[config.mk]
export PLATFORM = sky130hd
export DESIGN_NAME = c17_bist_ctrl
export DESIGN_NICKNAME = d
export VERILOG_FILES = /design/src/rtl/c17_bist_ctrl.sv
export SDC_FILE = /design/constraint.sdc
export NUM_CORES = 1
export LEC_CHECK = 0
export CAP_MARGIN = 30
export CELL_PAD_IN_SITES_DETAIL_PLACEMENT = 1
export CELL_PAD_IN_SITES_GLOBAL_PLACEMENT = 2
export CORE_MARGIN = 1.5
export CORE_UTILIZATION = 31
export DETAILED_ROUTE_END_ITERATION = 7
export GPL_TIMING_DRIVEN = 1
export PLACE_DENSITY_LB_ADDON = 0.1
export SYNTH_ARGS = -nofsm -noshare
export SYNTH_HDL_FRONTEND = slang
export SYNTH_SLANG_ARGS = --single-unit
[constraint.sdc]
create_clock -name clk -period 2.1 [get_ports clk]
set_clock_uncertainty 0.1 [all_clocks]
set_input_delay 0.21 -clock clk [delete_from_list [all_inputs] [get_ports clk]]
set_output_delay 0.21 -clock clk [all_outputs]
set_load 0.005 [all_outputs]
[src/rtl/c17_bist_ctrl.sv]
// c17_bist_ctrl: LFSR pattern generator and 8-bit MISR compactor that runs a BIST pass over the c17 netlist.
// Optional golden-signature compare with a pass output is enabled by defining C17_BIST_GOLDEN_EN.
module c17_bist_ctrl #(
    parameter int         NUM_PATTERNS = 31,
    parameter logic [4:0] LFSR_SEED    = 5'h01,
    parameter logic [7:0] MISR_SEED    = 8'h00
`ifdef C17_BIST_GOLDEN_EN
    ,
    parameter logic [7:0] GOLDEN_SIG   = 8'h00
`endif
) (
    input  logic       clk,
    input  logic       rst,
    input  logic       start,
    output logic [2:0] test,
    output logic       nx2,
    output logic       nx6,
    input  logic       nx22,
    input  logic       nx23,
    output logic       busy,
    output logic       done,
`ifdef C17_BIST_GOLDEN_EN
    output logic       pass,
`endif
    output logic [7:0] signature
);

    if (NUM_PATTERNS < 1 || NUM_PATTERNS > 31) begin : g_bad_num_patterns
        $error("c17_bist_ctrl: NUM_PATTERNS must be in 1..31");
    end
    if (LFSR_SEED == 5'h00) begin : g_bad_lfsr_seed
        $error("c17_bist_ctrl: LFSR_SEED must be nonzero");
    end

    localparam logic [4:0] LAST = 5'(NUM_PATTERNS - 1);

    typedef enum logic [1:0] {IDLE, RUN, DONE} state_t;

    state_t     r_state;
    state_t     w_next;
    logic [4:0] r_lfsr;
    logic [4:0] r_count;
    logic [4:0] r_pat;
    logic [7:0] r_sig;
    logic [4:0] w_lfsr_next;
    logic [7:0] w_sig_next;
    logic       w_last;

    assign w_lfsr_next = {r_lfsr[3:0], r_lfsr[4] ^ r_lfsr[2]};
    assign w_sig_next  = {r_sig[6:4], r_sig[3] ^ r_sig[7], r_sig[2] ^ r_sig[7],
                          r_sig[1] ^ r_sig[7], r_sig[0] ^ nx23, r_sig[7] ^ nx22};
    assign w_last      = (r_count == LAST);

    always_ff @(posedge clk) begin
        if (rst)
            r_state <= IDLE;
        else
            r_state <= w_next;
    end

    always_comb begin
        w_next = IDLE;
        case (r_state)
            IDLE:    w_next = start ? RUN : IDLE;
            RUN:     w_next = w_last ? DONE : RUN;
            default: w_next = IDLE;
        endcase
    end

    // r_pat mirrors r_lfsr while running and is cleared on the final edge so DONE/IDLE present zeros
    always_ff @(posedge clk) begin
        if (rst) begin
            r_lfsr  <= LFSR_SEED;
            r_count <= '0;
            r_sig   <= MISR_SEED;
            r_pat   <= '0;
        end else if (r_state == IDLE && start) begin
            r_lfsr  <= LFSR_SEED;
            r_count <= '0;
            r_sig   <= MISR_SEED;
            r_pat   <= LFSR_SEED;
        end else if (r_state == RUN) begin
            r_lfsr  <= w_lfsr_next;
            r_count <= r_count + 5'd1;
            r_sig   <= w_sig_next;
            r_pat   <= w_last ? 5'h00 : w_lfsr_next;
        end
    end

    always_comb begin
        busy = (r_state == RUN);
        done = (r_state == DONE);
`ifdef C17_BIST_GOLDEN_EN
        pass = (r_state == DONE) && (r_sig == GOLDEN_SIG);
`endif
    end

    assign test      = r_pat[4:2];
    assign nx2       = r_pat[1];
    assign nx6       = r_pat[0];
    assign signature = r_sig;

endmodule

After elaboration in Yosys (flattened, before gate mapping)

Index checks and enable logic that the tools add are counted.

Bitwise logic cells: 6
Multiplexer cells: 6
Add/subtract/negate cells: 1
Reductions and logical operators: 4
Equality and inequality tests: 3

Operator list:

| cell                                                 | number |
|---|---|
| XOR 1 bit                                            | 6 |
| adder 5 x 1 -> 5 bit (second input constant)         | 1 |
| equality test 5 bit (second input constant)          | 1 |
| two-way mux 5 bit                                    | 1 |
| case mux 2 bit (2 select lines)                      | 1 |
| two-way mux 1 bit                                    | 3 |
| equality test 2 x 1 -> 1 bit (second input constant) | 1 |
| equality test 2 bit (second input constant)          | 1 |
| zero test 2 bit                                      | 1 |
| two-way mux 2 bit                                    | 1 |
| nonzero test 2 bit                                   | 1 |
| OR reduction 2 bit                                   | 1 |
| logical AND 1 bit                                    | 1 |

Word-level logic and storage cells: 26
Register bits after elaboration: 25
Bits of input ports: 5

Logic depth before layout (Yosys ltp)

Gate-level depths: netlist of run 1.

Depth in word-level cells: 4
Gate-level depth with buffers: 6
Depth with buffers taken out: 5

Worst setup path after synthesis of run 1

No wires, ideal clock.

Kind: register -> register
Start point: register r_count[1]
End point: register r_count[4]
Cell stages (with the launch flop): 5
Clock period less this slack: 1.229 ns
Data arrival time: 1.059 ns
Setup time: 0.070 ns
Required time: 1.930 ns
Slack: 0.871 ns
Cell sequence: dfxtp_1 > ha_1 > nand3b_1 > or3_1 > a21oi_1

Cells in the longest elaborated chain, start to end: 1

Ends and longest elaborated chain:

| element                | line | source |
|---|---|---|
| from (decl)            | 42   | `logic [4:0] r_count;` |
| from (signal assigned) | 84   | `r_count <= r_count + 5'd1;` |
| adder 5 x 1 -> 5 bit   | 84   |  |

Every way passes these cells.
A chain may end at the register's enable or synchronous reset.

Worst setup path after layout of run 1

Start point: register r_state[1]
End point: output port busy

Cells in the longest elaborated chain, start to end: 1

Ends and longest elaborated chain:

| element                      | line | source |
|---|---|---|
| from (decl)                  | 39   | `state_t r_state;` |
| from (signal assigned)       | 58   | `r_state <= w_next;` |
| equality test 2 x 1 -> 1 bit | 91   | `busy = (r_state == RUN);` |
| to (decl)                    | 20   | `output logic busy,` |

Every way passes these cells.

==> results.txt, run 1 <==
main flop type after synthesis: dfxtp_1
Int Pwr: 0.000607 W
crit end category: output pin
Combinational Power Share: 11.5%
status: finished clean
clock slew seen by the registers of the worst setup and hold paths: 150 ps
RSZ-0062 raised after global routing: no
clock share of power: 26.8%
die width: 60.4 um
Detailed Routing Iterations Pass 1: 3
Min Clock Period, post-route: 1790 ps
vias per cell: 4.67
synth cell count leaders: dfxtp_1, nand2_1, a21oi_1, nor2_1
ANT cells: 0
final slew viol count: 0
largest cells by area after synthesis: dfxtp_1, nand2_1, a21oi_1, a211oi_1, xnor2_1
CTS Hold Buffers Added: 0
maximum vdd ir drop: 0.000243 V
post-CTS setup buffer count: 0
Pwr Density: 650 nW/um^2
worst min path class: reg -> reg
all-layer global routing usage: 13.7%
antenna violations before repair: 0
Initial Utilization: 32.9%
die area: 3650 um^2
slew of the pin with the lowest slew margin: 358 ps
DP Wirelength: 1.45 mm
final setup TNS: 0 ps
MaxCap Viol Count: 0
final hold vios: 0
Max Root-Sink Buffers: 2
Synth warnings: 0
crit path DAT: 1480 ps
Post-synth EDFFs: 0
first-pass GRT wire length: 3.62 mm
Max H-tree Level: 1
Net Switching: 0.000207 W
Netlist cell types: 26
placed cell areas: 1220 um^2
CTS tree: built
part of the cycle the worst path needs: 85.2%
Finish-stage setup viols: 0
IO Pins: 20
Clock Root Buffer: clkbuf_4
Yosys top cell by area: dfxtp_1
depth of the worst hold-timing path: 2
WL/cell: 11.5 um
Req. time, crit path: 1790 ps
flops & latches, synth: 25
most used standard cell by instance count after synthesis: dfxtp_1
vias in the first global route: 788
Finished Cell Area: 1250 um^2
Antenna Nets Post-Route: 0
total number of vias: 840
clk sinks: 25
reg2reg path depth: 4
P_leak: 0.427 nW
routed wire length: 2.08 mm
largest net degree at the start of global routing: 27
CP startpoint kind: flop
fill cell count: 412
Switching Fraction: 25.5%
Tot Pwr: 0.000814 W
CP Class: reg -> out
PortBufs: 19
Syn Inst Count: 120
P&R area growth vs syn: 22.5%
total grt overflow: 0
post-synthesis average cell area: 8.52 um^2
routability cong.: 0.654
Reg power frac: 61.7%
ys async rst share: 0%
fin nets: 144
DR DRC count: 0
FMAX: 0.559 GHz
number of CTS-inserted buffers: 3
crit path max fanout: 5
Clk Latency, worst-skew pair: 330 ps
total core area: 3100 um^2
top-area cell type share of the netlist area: 49.0%
DR iter-0 viols: 19
row count: 20
Relative slew margins: 76.0%
share of layout cells above drive strength 1: 5.88%
die span in y: 60.4 um
PostCTS Resize Cnt: 0
Synth Net Count: 127
Post-Syn Area: 1020 um^2
sequential share of the synthesized area: 49.0%
-- flip-flops by register name, summed over array words and instances, names as in the netlist --
register	flops
r_count	5
r_lfsr	5
r_pat	5
r_state	2
signature	8
-- cell families after synthesis --
logic type / count (synthesis) / share of synthesized area (%)
adder cells (fa/ha/maj): 2 / 2.45
AO/OA/AOI/OAI: 25 / 14.0
buffers and inverters: 13 / 7.71
XOR/XNOR: 7 / 6.00
flip-flops: 25 / 49.0
AND/OR/NAND/NOR: 48 / 20.9
-- power by group through the flow --
| stage | combinational [W] | clock [W] | sequential [W] |
|---|---|---|---|
| 2_1_floorplan | 0.0000581 | 0 | 0.000511 |
| 3_3_place_gp | 0.0000935 | 0 | 0.000512 |
| 3_5_place_dp | 0.0000954 | 0 | 0.000513 |
| 4_1_cts | 0.0000959 | 0.000232 | 0.000503 |
| 5_1_grt | 0.000108 | 0.000250 | 0.000505 |
| 6_report | 0.0000936 | 0.000218 | 0.000502 |
-- layout by cell type (no fill, tap or decap) --
cell             netlist  final
nor4_1                 1      1
nor3_1                 1      1
dfxtp_1               25     25
or3_1                  2      2
nand4_1                1      1
clkbuf_4               0      3
o21ai_1                1      1
nor2_1                 9      9
nand2b_1               1      1
a21oi_1               15     15
nand2_1               23     23
inv_4                  1      1
a211oi_1               6      6
nand3b_1               2      2
nor2b_1                2      2
clkdlybuf4s50_1        0     19
xor2_1                 2      2
a21o_1                 1      1
inv_1                  2      2
o21ai_0                2      2
nand3_1                6      6
buf_4                  5      3
xnor2_1                5      5
clkinv_2               0      1
ha_1                   2      2
-- final cells by class --
cell class                 count  area [um^2]  share of cell area, %
inverter                       3         13.8                   1.10
tap                           44         55.1                   4.40
sequential                    25          500                   40.0
clock buffer                   3         22.5                   1.80
timing repair buffer          22          213                   17.0
clock inverter                 1         5.00                  0.400
multi-input combinational     82          443                   35.4
-- layer usage --
layer  GRT usage (%)  routed length (um)  vias to the layer above
met2            20.2                 942                       12
met5               0                   0                        -
met1            18.3                1020                      395
li1                -                   -                      429
met4            8.39                  50                        0
met3            2.77                  67                        4
-- through the flow --
step / hold WS, ps / cells / util, % / worst slack (ps)
6_report: 352 / 180 / 40.4 / 311
5_1_grt: 369 / 180 / 40.4 / 192
4_1_cts: 367 / 180 / 40.4 / 280
3_5_place_dp: 350 / 176 / 39.5 / 536
3_3_place_gp: 345 / 176 / 39.5 / 573
2_1_floorplan: 179 / 120 / - / 871
-- path summary, 6_finish.rpt --
path	endpoint	start	slack [ps]
max	busy	r_state[1]	310
min	signature[6]	signature[5]	350
max reg2reg	r_count[3]	r_state[1]	650
min reg2reg	signature[6]	signature[5]	350
-- worst max-delay path, cell delays in order, from the launching register on --
cell and delay [ps]:
dfxtp_1 370, nand2b_1 210, inv_4 70, clkdlybuf4s50_1 490
No activity file was read; power rests on OpenSTA's default activity.
==> run 2, diff against run 1 <==
--- a/config.mk
+++ b/config.mk
@@ -8,7 +8,7 @@
 export CAP_MARGIN = 30
 export CELL_PAD_IN_SITES_DETAIL_PLACEMENT = 1
 export CELL_PAD_IN_SITES_GLOBAL_PLACEMENT = 2
-export CORE_MARGIN = 1.5
+export CORE_MARGIN = 2
 export CORE_UTILIZATION = 31
 export DETAILED_ROUTE_END_ITERATION = 7
 export GPL_TIMING_DRIVEN = 1
==> results.txt, run 2 (synthesized netlist as in run 1, its figures left out) <==
status: finished clean
final setup TNS: 0 ps (unchanged)
Int Pwr: 0.000610 W (+0.45%)
Reg power frac: 62.0% (+0.3 points)
fill cell count: 398 (-3.4%)
Clk Latency, worst-skew pair: 310 ps (-20 ps)
Clock Root Buffer: clkbuf_4
Max Root-Sink Buffers: 2 (unchanged)
PortBufs: 19 (unchanged)
MaxCap Viol Count: 0 (unchanged)
DP Worst Slack: 538 ps (+1.46 ps)
CP Class: reg -> out
Finish-stage setup viols: 0 (unchanged)
die area: 3770 um^2 (+3.3%)
Detailed Routing Iterations Pass 1: 4 (+1)
WL/cell: 11.5 um (-0.63%)
row count: 20 (unchanged)
die width: 61.4 um (+1.7%)
PostCTS Resize Cnt: 0 (unchanged)
final slew viol count: 0 (unchanged)
antenna violations before repair: 0 (unchanged)
post-CTS setup buffer count: 0 (unchanged)
DP Wirelength: 1.49 mm (+2.8%)
Initial Utilization: 32.9% (unchanged)
crit path max fanout: 5 (unchanged)
P&R area growth vs syn: 22.4% (about the same)
FMAX: 0.563 GHz (+0.62%)
Req. time, crit path: 1790 ps (about the same)
clk sinks: 25 (unchanged)
die span in y: 61.4 um (+1.7%)
total grt overflow: 0 (unchanged)
routed wire length: 2.06 mm (-0.63%)
crit end category: output pin
Antenna Nets Post-Route: 0 (unchanged)
IO Pins: 20 (unchanged)
all-layer global routing usage: 13.0% (-0.67 points)
clock share of power: 26.4% (-0.4 points)
slew of the pin with the lowest slew margin: 372 ps (+14.0 ps)
vias in the first global route: 779 (-1.1%)
fin nets: 144 (unchanged)
worst hold margin: 361 ps (+9.63 ps)
number of CTS-inserted buffers: 3 (unchanged)
clock slew seen by the registers of the worst setup and hold paths: 140 ps (about the same)
final worst slack: 323 ps (+11.1 ps)
post-placement cell count: 176 (unchanged)
P_leak: 0.424 nW (-0.64%)
CP startpoint kind: flop
ANT cells: 0 (unchanged)
commonest cells after routing, fill and taps aside: dfxtp_1, nand2_1, clkdlybuf4s50_1
CTS Hold Buffers Added: 0 (unchanged)
final hold vios: 0 (unchanged)
vias per cell: 4.56 (-2.3%)
Final Util: 40.3% (about the same)
Net Switching: 0.000200 W (-3.7%)
DR iter-0 viols: 24 (+5)
total core area: 3100 um^2 (unchanged)
max reg flops: 8 (unchanged)
final instance count without filler cells: 180 (unchanged)
largest net degree at the start of global routing: 27 (unchanged)
crit path DAT: 1470 ps (about the same)
Relative slew margins: 75.1% (-0.93 points)
most common cell after layout, fill and taps aside: dfxtp_1
RSZ-0062 raised after global routing: no
routability cong.: 0.652 (-0.21%)
share of layout cells above drive strength 1: 5.15% (-0.74 points)
first-pass GRT wire length: 3.54 mm (-2.1%)
total number of vias: 821 (-2.3%)
Max H-tree Level: 1 (unchanged)
maximum vdd ir drop: 0.000329 V (+35%)
Min Clock Period, post-route: 1780 ps (-11.1 ps)
DR DRC count: 0 (unchanged)
Pwr Density: 647 nW/um^2 (-0.51%)
Combinational Power Share: 11.6% (about the same)
worst min path class: reg -> reg
CTS tree: built
Switching Fraction: 24.7% (-0.80 points)
part of the cycle the worst path needs: 84.6% (-0.53 points)
## run 2: cell types whose count changed in the layout (fill, tap and decap cells not counted), sizes merged
cell / delta
clkinv: -1
clkbuf: +1
## run 2: routing by layer
layer  routed length [um]  track usage, %  part of all wire (%)
met5                    0               0                     0
met3                   68            2.73                   3.3
met2                  948            19.1                    46
met4                   15            6.38                  0.73
met1                 1030            18.0                    50
## run 2: final cells by class
| cell class | count | area (um^2) | share of cell area (%) |
|---|---|---|---|
| inverters | 3 | 13.8 | 1.10 |
| flip-flops and latches | 25 | 500 | 40.0 |
| clock buffers | 4 | 26.3 | 2.10 |
| multi-input cells | 82 | 443 | 35.4 |
| repair buffers | 22 | 213 | 17.0 |
| well taps | 44 | 55.1 | 4.40 |
## run 2: critical path, stage by stage, from the launching register on
cell	delay (ps)
dfxtp_1	370
nand2b_1	220
inv_4	80
clkdlybuf4s50_1	490
## run 2: final timing paths
kind,endpoint,start,cells past startpoint,slack [ps]
worst max register to register,r_count[3],r_state[1],4,630
worst min-delay path,r_pat[2],r_pat[2],2,360
worst min register to register,r_pat[2],r_pat[2],2,360
worst max-delay path,busy,r_state[1],3,320
## run 2: power groups by stage
stage	clock network (W)	logic (W)	registers, W
floorplan	0	0.0000581	0.000511
CTS	0.000227	0.0000963	0.000502
global placement	0	0.0000938	0.000512
finish	0.000214	0.0000936	0.000502
detailed placement	0	0.0000958	0.000513
global route	0.000256	0.000107	0.000505
## run 2: metrics by stage
step                total power (W)  instance area [um^2]
global placement           0.000606                  1220
floorplan                  0.000569                  1020
finish                     0.000809                  1250
CTS                        0.000825                  1250
global route               0.000869                  1250
detailed placement         0.000609                  1220
